## config.mk

```make
export PLATFORM = sky130hd
export DESIGN_NAME = decode_stage_p
export DESIGN_NICKNAME = d
export VERILOG_FILES = /design/src/rtl/decode_stage_p.sv
export SDC_FILE = /design/constraint.sdc
export NUM_CORES = 1
export LEC_CHECK = 0
export BUFFER_PORTS_ARGS = -buffer_cell sky130_fd_sc_hd__buf_2
export CAP_MARGIN = 0
export CELL_PAD_IN_SITES_DETAIL_PLACEMENT = 1
export CELL_PAD_IN_SITES_GLOBAL_PLACEMENT = 2
export CORE_MARGIN = 1
export CORE_UTILIZATION = 37
export CTS_CLUSTER_DIAMETER = 150
export CTS_CLUSTER_SIZE = 25
export DETAILED_ROUTE_END_ITERATION = 10
export GPL_TIMING_DRIVEN = 1
export PLACE_DENSITY = 0.84
export RECOVER_POWER = 25
export SYNTH_ARGS = -nofsm -noshare
export SYNTH_HDL_FRONTEND = slang
export SYNTH_SLANG_ARGS = --single-unit
```

## constraint.sdc

```tcl
create_clock -name clk -period 2.1 [get_ports clk]
set_input_delay 0.21 -clock clk [delete_from_list [all_inputs] [get_ports clk]]
set_output_delay 0.21 -clock clk [all_outputs]
set_load 0.005 [all_outputs]
```

## src/rtl/decode_stage_p.sv

```systemverilog
// rtl/decode_stage_p.sv - decode stage: regfile, forwarding, load-use interlock, jump, halt
module decode_stage_p #(
    parameter int DATA_W  = 16,
    parameter int REG_CNT = 16,
    parameter int PC_W    = 16,
    parameter int ZERO_R0 = 1,
    localparam int AW     = $clog2(REG_CNT)
) (
    input  logic              clk,
    input  logic              rst,
    input  logic              in_valid,
    output logic              in_ready,
    input  logic [15:0]       in_inst,
    input  logic [PC_W-1:0]   in_pc,
    input  logic              flush,
    output logic              out_valid,
    input  logic              out_ready,
    output logic [2:0]        out_alu_op,
    output logic              out_mem_rd,
    output logic              out_mem_wr,
    output logic              out_reg_wr,
    output logic              out_branch,
    output logic [DATA_W-1:0] out_val1,
    output logic [DATA_W-1:0] out_val2,
    output logic [DATA_W-1:0] out_val3,
    output logic [AW-1:0]     out_dst,
    output logic              jump_valid,
    output logic [PC_W-1:0]   jump_addr,
    output logic              halted,
    input  logic              exe_wr_en,
    input  logic [AW-1:0]     exe_wr_addr,
    input  logic [DATA_W-1:0] exe_wr_data,
    input  logic              mem_wr_en,
    input  logic [AW-1:0]     mem_wr_addr,
    input  logic [DATA_W-1:0] mem_wr_data,
    input  logic [AW-1:0]     dbg_addr,
    output logic [DATA_W-1:0] dbg_data
);
    typedef enum logic {ST_RUN, ST_HALTED} state_e;

    state_e            state_q, state_d;
    logic [DATA_W-1:0] regs_q [REG_CNT];

    logic              out_valid_q, out_mem_rd_q, out_mem_wr_q, out_reg_wr_q, out_branch_q;
    logic [2:0]        out_alu_q;
    logic [DATA_W-1:0] out_v1_q, out_v2_q, out_v3_q;
    logic [AW-1:0]     out_dst_q;
    logic              jump_valid_q;
    logic [PC_W-1:0]   jump_addr_q;

    logic [3:0]        op;
    logic [3:0]        rt;
    logic [AW-1:0]     rd_a, rs_a;
    logic [DATA_W-1:0] rd_val, rs_val, imm8_sx, rt_zx, one_v, br_tgt_zx;
    logic [PC_W-1:0]   br_tgt, jmp_tgt;

    logic              d_valid, d_mem_rd, d_mem_wr, d_reg_wr, d_branch;
    logic              is_jmp, is_hlt, uses_rd, uses_rs;
    logic [2:0]        d_alu;
    logic [DATA_W-1:0] d_v1, d_v2, d_v3;
    logic              load_use, accept;

    assign op        = in_inst[15:12];
    assign rt        = in_inst[3:0];
    assign rd_a      = in_inst[8 +: AW];
    assign rs_a      = in_inst[4 +: AW];
    assign imm8_sx   = {{(DATA_W-8){in_inst[7]}}, in_inst[7:0]};
    assign rt_zx     = DATA_W'(rt);
    assign one_v     = DATA_W'(1);
    assign br_tgt    = in_pc + {{(PC_W-4){rt[3]}}, rt};
    assign br_tgt_zx = DATA_W'(br_tgt);
    assign jmp_tgt   = in_pc + {{(PC_W-9){in_inst[8]}}, in_inst[8:0]};

    // Operand source: EXE result first, then MEM result, then architectural state
    function automatic logic [DATA_W-1:0] read_op(input logic [AW-1:0] a);
        if (ZERO_R0 != 0 && a == '0)          return '0;
        else if (exe_wr_en && exe_wr_addr == a) return exe_wr_data;
        else if (mem_wr_en && mem_wr_addr == a) return mem_wr_data;
        else                                    return regs_q[a];
    endfunction

    assign rd_val   = read_op(rd_a);
    assign rs_val   = read_op(rs_a);
    assign dbg_data = regs_q[dbg_addr];

    // Instruction decode into the fields handed to EXE
    always_comb begin
        d_valid  = 1'b0; d_alu    = 3'd0; d_mem_rd = 1'b0; d_mem_wr = 1'b0;
        d_reg_wr = 1'b0; d_branch = 1'b0; d_v1 = '0; d_v2 = '0; d_v3 = '0;
        is_jmp   = 1'b0; is_hlt   = 1'b0; uses_rd = 1'b0; uses_rs = 1'b0;
        case (op)
            4'h1, 4'h2, 4'h3, 4'h4: begin
                d_valid = 1'b1; d_alu = 3'(op - 4'h1); d_reg_wr = 1'b1;
                d_v1 = rd_val; d_v2 = rs_val; uses_rd = 1'b1; uses_rs = 1'b1;
            end
            4'h5, 4'h6: begin
                d_valid = 1'b1; d_alu = (op == 4'h6) ? 3'd1 : 3'd0; d_reg_wr = 1'b1;
                d_v1 = rd_val; d_v2 = imm8_sx; uses_rd = 1'b1;
            end
            4'h7: begin
                d_valid = 1'b1; d_reg_wr = 1'b1; d_v1 = rd_val; d_v2 = one_v; uses_rd = 1'b1;
            end
            4'h8: begin
                d_valid = 1'b1; d_reg_wr = 1'b1; d_v1 = imm8_sx;
            end
            4'h9: begin
                d_valid = 1'b1; d_mem_rd = 1'b1; d_reg_wr = 1'b1;
                d_v1 = rs_val; d_v2 = rt_zx; uses_rs = 1'b1;
            end
            4'hA: begin
                d_valid = 1'b1; d_mem_wr = 1'b1; d_v1 = rs_val; d_v2 = rd_val; d_v3 = rt_zx;
                uses_rd = 1'b1; uses_rs = 1'b1;
            end
            4'hC, 4'hD: begin
                d_valid = 1'b1; d_branch = 1'b1; d_alu = (op == 4'hC) ? 3'd5 : 3'd4;
                d_v1 = rd_val; d_v2 = rs_val; d_v3 = br_tgt_zx; uses_rd = 1'b1; uses_rs = 1'b1;
            end
            4'hE:    is_jmp = 1'b1;
            4'hF:    is_hlt = 1'b1;
            default: ;
        endcase
    end

    // Stall when the load sitting in the output register feeds this instruction
    always_comb begin
        load_use = out_valid_q && out_mem_rd_q &&
                   ((uses_rd && out_dst_q == rd_a) || (uses_rs && out_dst_q == rs_a));
        in_ready = (state_q == ST_RUN) && !load_use && !jump_valid_q && (out_ready || !out_valid_q);
        accept   = in_valid && in_ready && !flush;
    end

    // FSM state register
    always_ff @(posedge clk or negedge rst) begin
        if (!rst) state_q <= ST_RUN;
        else      state_q <= state_d;
    end

    // FSM next state: an accepted hlt parks the stage until reset
    always_comb begin
        state_d = state_q;
        if (state_q == ST_RUN && accept && is_hlt) state_d = ST_HALTED;
    end

    // FSM outputs
    always_comb begin
        halted = (state_q == ST_HALTED);
    end

    // Register file: both writebacks commit, MEM overrides EXE on the same address
    always_ff @(posedge clk or negedge rst) begin
        if (!rst) begin
            regs_q <= '{default: '0};
        end else begin
            if (exe_wr_en && !(ZERO_R0 != 0 && exe_wr_addr == '0)) regs_q[exe_wr_addr] <= exe_wr_data;
            if (mem_wr_en && !(ZERO_R0 != 0 && mem_wr_addr == '0)) regs_q[mem_wr_addr] <= mem_wr_data;
        end
    end

    // Output register and jump pulse; flush squashes everything in flight
    always_ff @(posedge clk or negedge rst) begin
        if (!rst) begin
            out_valid_q <= 1'b0; out_alu_q <= 3'd0; out_mem_rd_q <= 1'b0; out_mem_wr_q <= 1'b0;
            out_reg_wr_q <= 1'b0; out_branch_q <= 1'b0; out_v1_q <= '0; out_v2_q <= '0;
            out_v3_q <= '0; out_dst_q <= '0; jump_valid_q <= 1'b0; jump_addr_q <= '0;
        end else if (flush) begin
            out_valid_q  <= 1'b0;
            jump_valid_q <= 1'b0;
        end else if (accept) begin
            out_valid_q <= d_valid; out_alu_q <= d_alu; out_mem_rd_q <= d_mem_rd;
            out_mem_wr_q <= d_mem_wr; out_reg_wr_q <= d_reg_wr; out_branch_q <= d_branch;
            out_v1_q <= d_v1; out_v2_q <= d_v2; out_v3_q <= d_v3; out_dst_q <= rd_a;
            jump_valid_q <= is_jmp;
            if (is_jmp) jump_addr_q <= jmp_tgt;
        end else begin
            jump_valid_q <= 1'b0;
            if (out_ready) out_valid_q <= 1'b0;
        end
    end

    assign out_valid  = out_valid_q;
    assign out_alu_op = out_alu_q;
    assign out_mem_rd = out_mem_rd_q;
    assign out_mem_wr = out_mem_wr_q;
    assign out_reg_wr = out_reg_wr_q;
    assign out_branch = out_branch_q;
    assign out_val1   = out_v1_q;
    assign out_val2   = out_v2_q;
    assign out_val3   = out_v3_q;
    assign out_dst    = out_dst_q;
    assign jump_valid = jump_valid_q;
    assign jump_addr  = jump_addr_q;
endmodule

```

== Yosys cells after proc, flatten, opt, wreduce, memory -nomap -nowiden ==
Cells that the tools add are included.
Word-level totals
  bits of input ports: 83
  bits in registers: 334
  output and inout bits: 95
  logic and storage cells: 153
Cells by class
  muxes and demuxes: 43
  bitwise gates (word level): 7
  equal/unequal tests: 20
  reduce and logical (&&, ||, !) cells: 44
  $add $sub $neg: 3
  $lt $le $gt $ge: 7
Operators by type and width (count)
  $bwmux 256: 2
  $mux 256: 2
  $mux 16: 14
  $bmux 16 s4: 3
  $demux 16 s4: 2
  $pmux 16 s5: 1
  $pmux 16 s3: 1
  $add 16x16->16: 2
  $pmux 16 s2: 1
  $eq 4x4->1 const B: 7
  $ge 5x5->1 const B: 5
  $not 4->5: 5
  $eq 4x4->1: 6
  $logic_and 1x1->1: 19
  $reduce_or 9->1: 2
  $eq 4x3->1 const B: 4
  $logic_not 4->1: 4
  $mux 1: 16
  $reduce_or 12->1: 1
  $lt 5x1->1 const B: 2
  $reduce_or 10->1: 1
  $pmux 3 s3: 1
  $eq 4x2->1 const B: 2
  $reduce_or 8->1: 1
  11 further kinds: 20

== Longest topological paths before layout ==
Gate-level depths: netlist of run 1.
  depth after elaboration: 14
  gate-level depth with buffers: 12

== Least setup slack after synthesis of run 1 ==
Ideal clock, no wire load.
  path type: input -> register
  from: input port in_inst[12]
  to: register jump_addr_q[10], in the netlist jump_addr[10]
  cell stages on the path: 10
  path slack: -0.251 ns
  required time: 1.972 ns
  data arrival time: 2.223 ns
  cells stage by stage: ha_1 -> clkbuf_1 -> o21ba_2 -> o32a_1 -> o2111ai_1 -> a22o_1 -> nand3b_1 -> nor2_2 -> buf_4 -> mux2_1
Between the ends
  cells in the longest elaborated chain, start to end: 13
  elaborated cells on any way between the ends: 28
RTL lines
  from (decl): line 13  | input logic [15:0] in_inst,
  $eq 4x3->1, or another cell as far along: line 91  | case (op)
  $reduce_or 10->1 (no line) / $reduce_or 8->1 (equally long branches)
  $mux 1: line 91
  $logic_and 1x1->1: line 127  | ((uses_rd && out_dst_q == rd_a) || (uses_rs && out_dst_q == rs_a));
  $logic_or 1x1->1 (*): line 127
  $logic_and 1x1->1 (*): line 126  | load_use = out_valid_q && out_mem_rd_q &&
  $logic_not 1->1 (*): line 128  | in_ready = (state_q == ST_RUN) && !load_use && !jump_valid_q && (out_ready || !out_valid_q);
  $logic_and 1x1->1 (*) (3 in a row): line 128
  named net in_ready: line 12  | output logic in_ready,
  $logic_and 1x1->1 (*) (2 in a row): line 129  | accept = in_valid && in_ready && !flush;
  $reduce_and 3->1 (no line) (*)
  to (signal assigned): line 173  | if (is_jmp) jump_addr_q <= jmp_tgt;
  to (decl): line 49  | logic [PC_W-1:0] jump_addr_q;
The timed path passes the listed nets; every way through them passes the cells marked *.
A chain may end at the register's enable or synchronous reset.

== Final worst setup path of run 1 ==
  from: register regs_q[78] (netlist name)
  to: output port dbg_data[14]
Between the ends
  cells in the longest elaborated chain, start to end: 3
RTL lines
  from (decl): line 42  | logic [DATA_W-1:0] regs_q [REG_CNT];
  from (signal, indexed assignment): line 154  | if (exe_wr_en && !(ZERO_R0 != 0 && exe_wr_addr == '0)) regs_q[exe_wr_addr] <= exe_wr_data;
  from (signal, indexed assignment): line 155  | if (mem_wr_en && !(ZERO_R0 != 0 && mem_wr_addr == '0)) regs_q[mem_wr_addr] <= mem_wr_data;
  $bmux 16 s4: line 84  | assign dbg_data = regs_q[dbg_addr];
  $mux 16 (not written as such) (2 in a row): line 84
  to (decl): line 37  | output logic [DATA_W-1:0] dbg_data
Every way passes these cells. The select of a mux whose other input is x is not followed.

==> results of run 1 <==
-- worst paths after layout --
check / endpoint / cells past startpoint
max: dbg_data[14] / 4
min: out_val3[2] / 4
max reg2reg: out_val1[0] / 8
min reg2reg: regs_q[249] / 0
max in group asynchronous: regs_q[73] / 3
min in group asynchronous: out_alu_op[0] / 2
-- cells by family after synthesis --
logic type / synth area share (%)
mux: 30.9
compound gates: 15.1
xor+xnor: 1.75
flops: 35.5
simple gates: 10.1
buf+inv: 4.95
fa+ha+maj: 1.68
-- sequential cells by signal, indices dropped and copies added, names as in the netlist --
signal and flops:
out_val2 16, regs_q 256, out_val1 16, out_alu_op 3
out_branch 1, jump_addr 16, jump_valid 1, out_mem_wr 1
out_val3 16, out_mem_rd 1, out_reg_wr 1, out_valid 1
out_dst 4, halted 1
-- cell usage after synthesis (all sizes together) (6+ instances only) --
library cell / n
mux2: 16
mux2i: 239
and2: 9
clkbuf: 158
xnor2: 26
nand3: 42
buf: 103
nor2b: 10
and3: 6
nor3: 13
a21oi: 217
o22ai: 10
a222oi: 13
ha: 30
mux4: 208
dfrtp: 334
nand2b: 8
a22oi: 46
a31oi: 16
xor2: 21
a221oi: 17
o22a: 22
o21ai: 103
o21a: 7
nand2: 188
a22o: 27
nor2: 260
a211oi: 7
a21o: 13
o211ai: 10
inv: 13
o31ai: 10
-- layer usage --
layer | vias up | GRT usage [%] | part of all wire, %
met3 | 318 | 7.38 | 9.2
met2 | 1289 | 52.6 | 48
met4 | 4 | 17.4 | 5.9
li1 | 9305 | - | -
met1 | 11600 | 38.5 | 37
met5 | - | 0 | 0.074
-- critical path: cells and delay by family (launching register included) --
kind | cells | cell delay [ps]
buffers and inverters | 2 | 310
DFF | 1 | 430
muxes | 2 | 1080
-- final cells by class --
| cell class | instances | area share (%) |
|---|---|---|
| multi-input cells | 1665 | 48.9 |
| well taps | 846 | 3.51 |
| diodes | 5 | 0.0415 |
| clock inverters | 1 | 0.0540 |
| clock buffers | 17 | 1.41 |
| inverters | 13 | 0.195 |
| flip-flops and latches | 334 | 27.7 |
| repair buffers | 650 | 18.2 |
-- where the power goes --
group	internal [mW]	switching, mW
Sequential	7.99	1.59
Combinational	5.46	4.55
Clock	1.49	2.37
-- stage by stage --
stage	cells	area, µm²	hold WS [ps]	total power, mW	util, %
after floorplan	2273	23700	-85.6	14.2	-
after global placement	3407	28000	152	17.6	44.4
after detailed placement	3407	28000	156	18.1	44.4
after CTS	3502	29600	28.6	22.7	46.9
after global routing	3531	30100	56.7	24.4	47.9
final	3531	30100	41.2	23.4	47.9
-- repair_timing --
action | 4_1_cts | 5_1_grt
gates resized for setup | 102 | 116
pin swaps | 31 | 58
setup buffers | 79 | 37
setup endpoints to repair | 92 | 94
endpoints found under the hold margin | 77 | 0
cloned | 8 | 1
hold buffers | 4 | 0
==> metrics, run 1 <==
CTS tree=built; H-tree levels=1; TritonRoute pass-1 iters=6; commonest non-fill, non-tap cell in the layout=buf_4; Critical Path Source=regs_q[78]; ys async rst share=100%; Synth cell types=74; final slew viol count=0; first-pass GRT wire length=153000 µm; Primary FF master, synth=dfrtp_1; warning count from the yosys run=0; CP Capture Type=output port; antenna violations before repair=6; worst slack at placement=-542 ps; PnR worst setup slack=-495 ps; Clock Skew=about 31 ps; Mapped Cells=2273; root buffer cell=clkbuf_16; Seq. cell area=about 0.0084 mm²; Max Cap Viol=0; Synth Register Bits=~330; Mapped Area=around 0.024 mm²; fin crit period=approximately 2600 ps; Power Dens Cells=~800 mW/mm²; Fillers=approximately 7k; HP Class=in2reg; DR vias=~23k; crit-path cells=buf_6 -> mux4_2 -> mux4_2 -> buf_2; ranking of synthesized cells by area=dfrtp_1, mux4_2, mux2i_1, a21oi_1, nor2_1; crit-path max FO=2; Skew-Pair Late Insertion Delay=570 ps; 1st-iter DRT viols=about 2.3k; DRT Wirelength=~100000 µm; CP most frequent cell=mux4_2; GRT Overall Usage=31.8%; Slew Limit Headroom=between 6 and 7%; post-synth top area share=35.5%; Core Area=0.0630 mm²; Leak=between 10 and 15 nW; setup TNS=-10510 ps; reg-to-reg startpoint=regs_q[80]; Initial Util=37.4%; CP max stage delay=590 ps; largest net degree at the start of global routing=72; DRC=0; CP Class=reg2out; most frequent cells in the layout=buf_4, dfrtp_1, mux2i_1, nor2_1, a21oi_1; outcome=complete, but fails checks; vias per inst=roughly 6.4; RSZ-0062 raised after global routing=true; Syn Nets=2387; violated checks=negative setup slack; crit share post-route=124%; CP max stage cell=mux4_2; CP Launch Type=register; Hold Crit Start=in_inst[2]; DRT antenna net count=0; maximum VDD drop=approximately 0.43 mV; mean post-synth cell area=approximately 10 µm²; Die Y=between 200 and 300 µm; vias in the first global route=approximately 24k; area of the multi-input gates=between 0.01 and 0.015 mm²; width of the die=between 200 and 300 µm; Remaining Overflow, GRT=0; Fmax achieved=about 390 MHz; Reg clk slew, reported paths=approximately 110 ps; die area=~0.065 mm²; sequential area share after synthesis=35.5%; number of flops mapped to enable cells by yosys=0; critical path data arrival time=about 2400 ps; Sink Count=around 330; io pins=roughly 180; flop-to-flop setup slack=-290 ps; layout cells sized above 1=a little under two fifths; dominant cell type by area after synthesis=dfrtp_1; area grow syn2layout=28.2%; Final nets=approximately 2.8k; row cnt=just over 90; clock buffer depth=3; HPWL after DPL=approximately 70000 µm; port buffer count=around 180; WL per Instance=29.5 µm; worst-margin pin slew=1410 ps; CP Data Required Time=roughly 1900 ps; routability cong.=0.920; cts bufs inserted=17; Fin. Hold Viols=0; Final setup viols=between 70 and 80
(Power assumes the default switching activity.)
==> inputs of run 2 (changes only) <==
- SKIP_LAST_GASP: not set -> 1
==> run 2 against run 1 <==
  * The flow still finishes with violations (negative setup slack)
  * Clock skew rose by 2.6 ps
  * Clock power is essentially flat
  * Non-clock buffer count shrank 1
  * Sequential share of layout area is 0.085 points higher
  * Critical path depth did not move
  * Wire length fell by 0.32%
==> metrics, run 2 (synthesis gave the netlist of run 1 again) <==
root buffer cell=clkbuf_16 (unchanged); placement-stage cell area=0.0280 mm² (unchanged); reg-to-reg startpoint=regs_q[80] (unchanged); GRT Overall Usage=31.8% (unchanged); violated checks=negative setup slack (unchanged); HPWL after DPL=70900 µm (unchanged); final slew viol count=0 (unchanged); post-route cell area=0.0301 mm² (about the same); Power Dens Cells=777 mW/mm² (was 778 mW/mm²); Most flops, register=regs_q (unchanged); FF-to-FF path depth=8 (unchanged); Worst Hold Slack=51.7 ps (was 41.2 ps); CP Capture Type=output port (unchanged); Leak=12.8 nW (about the same); Largest register FFs=256 (unchanged); TritonRoute pass-1 iters=5 (was 6); Die Y=254 µm (unchanged); fin util=47.7% (was 47.9%); HP Class=in2reg (unchanged); outcome=complete, but fails checks (unchanged); worst-margin pin slew=1420 ps (was 1410 ps); crit share post-route=123% (was 124%); crit-path max FO=2 (unchanged); port buffer count=177 (unchanged); Sink Count=334 (unchanged); area grow syn2layout=27.8% (was 28.2%); Initial Util=37.4% (unchanged); cts bufs inserted=17 (unchanged); antenna violations before repair=6 (unchanged); Slew Limit Headroom=5.65% (was 6.21%); fin crit period=2590 ps (about the same); row cnt=92 (unchanged); CP Launch Type=register (unchanged); RSZ-0062 raised after global routing=true (unchanged); H-tree levels=1 (unchanged); DRC=0 (unchanged); vias in the first global route=23.8k (was 23.7k); worst slack at placement=-542 ps (unchanged); Fin. Hold Viols=0 (unchanged); width of the die=254 µm (unchanged); Core Area=0.0630 mm² (unchanged); RR Endpoint=out_val1[0] (unchanged); layout cells sized above 1=37.4% (was 37.8%); CP Data Required Time=1890 ps (about the same); commonest non-fill, non-tap cell in the layout=buf_4 (unchanged); CP most frequent cell=mux4_2 (unchanged); Final nets=2794 (was 2795); 1st-iter DRT viols=2144 (was 2271); first-pass GRT wire length=153000 µm (unchanged); Fmax achieved=387 MHz (was 385 MHz); Max Cap Viol=0 (unchanged); DRT antenna net count=0 (unchanged); setup TNS=-12190 ps (was -10510 ps); DRT Wirelength=104000 µm (about the same); WL per Instance=29.4 µm (was 29.5 µm); most frequent cells in the layout=buf_4, dfrtp_1, nor2_1, mux2i_1, a21oi_1 (was buf_4, dfrtp_1, mux2i_1, nor2_1, a21oi_1); Worst Hold Path EP=out_val3[2] (unchanged); crit-path cells=buf_6 -> mux4_2 -> mux4_2 -> buf_2 (unchanged); CP max stage cell=mux4_2 (unchanged); CP max stage delay=590 ps (about the same); Reg clk slew, reported paths=110 ps (about the same); clock buffer depth=3 (unchanged); Final setup viols=88 (was 79); Hold Crit Start=in_inst[2] (unchanged); largest net degree at the start of global routing=72 (unchanged); io pins=178 (unchanged); routability cong.=0.920 (unchanged); CP Class=reg2out (unchanged); CTS tree=built (unchanged); DR vias=22.5k (about the same); Clock Skew=33.9 ps (was 31.2 ps); Remaining Overflow, GRT=0 (unchanged); flop-to-flop setup slack=-270 ps (was -290 ps); PnR worst setup slack=-485 ps (was -495 ps); critical path data arrival time=2380 ps (about the same); vias per inst=6.37 (was 6.38); die area=0.0646 mm² (unchanged); Skew-Pair Late Insertion Delay=570 ps (about the same); maximum VDD drop=0.433 mV (about the same); hold depth=4 (unchanged)
run 2: how the worst max path moves through the flow:
stage,start,to,slack [ps],depth (start not counted)
finish,regs_q[78],dbg_data[14],-490,4
floorplan,in_inst[12],jump_addr[10],-70,10
CTS,regs_q[78],dbg_data[14],-440,4
global route,regs_q[78],dbg_data[14],-490,4
detailed placement,in_inst[4],out_val1[3],-540,9
global placement,in_inst[4],out_val1[6],-470,8
run 2: report_power, final:
part	switching (mW)	internal, mW	total, mW
Sequential	1.57	7.99	9.56
Clock	2.34	1.49	3.83
Combinational	4.54	5.42	9.96
Total	8.45	14.9	23.3
run 2: final cells by class:
class	instances	area, µm²
Fill cell	6844	32900
Multi-Input combinational cell	1665	14700
Sequential cell	334	8360
Timing Repair Buffer	649	5440
Tap cell	846	1060
Clock buffer	17	425
Inverter	13	58.8
Clock inverter	1	16.3
Antenna cell	5	12.5
run 2: per-layer routing:
| layer | vias to the layer above | wire (µm) | track usage, % |
|---|---|---|---|
| li1 | 9304 | - | - |
| met1 | 11600 | 38600 | 38.5 |
| met2 | 1243 | 49400 | 52.3 |
| met3 | 331 | 9510 | 7.49 |
| met4 | 4 | 6370 | 17.8 |
| met5 | - | 78 | 0 |
run 2: per-stage QoR:
stage,std cells,power [mW]
after floorplan,2273,14.2
after global placement,3407,17.6
after detailed placement,3407,18.1
after CTS,3502,22.7
after global routing,3530,24.3
final,3530,23.3
run 2: critical path, delay by kind of cell, from the launching register on:
kind	cells	cell delay, ps
buffers and inverters	2	300
flip-flops	1	430
multiplexers	2	1070
run 2: what timing repair did:
action | CTS | global route
setup endpoints to repair | 92 | 95
hold buffers | 4 | 0
pin swaps | 27 | 51
hold endpoints to repair | 77 | 0
cloned | 8 | 1
resized for setup | 89 | 113
buffers inserted | 79 | 32
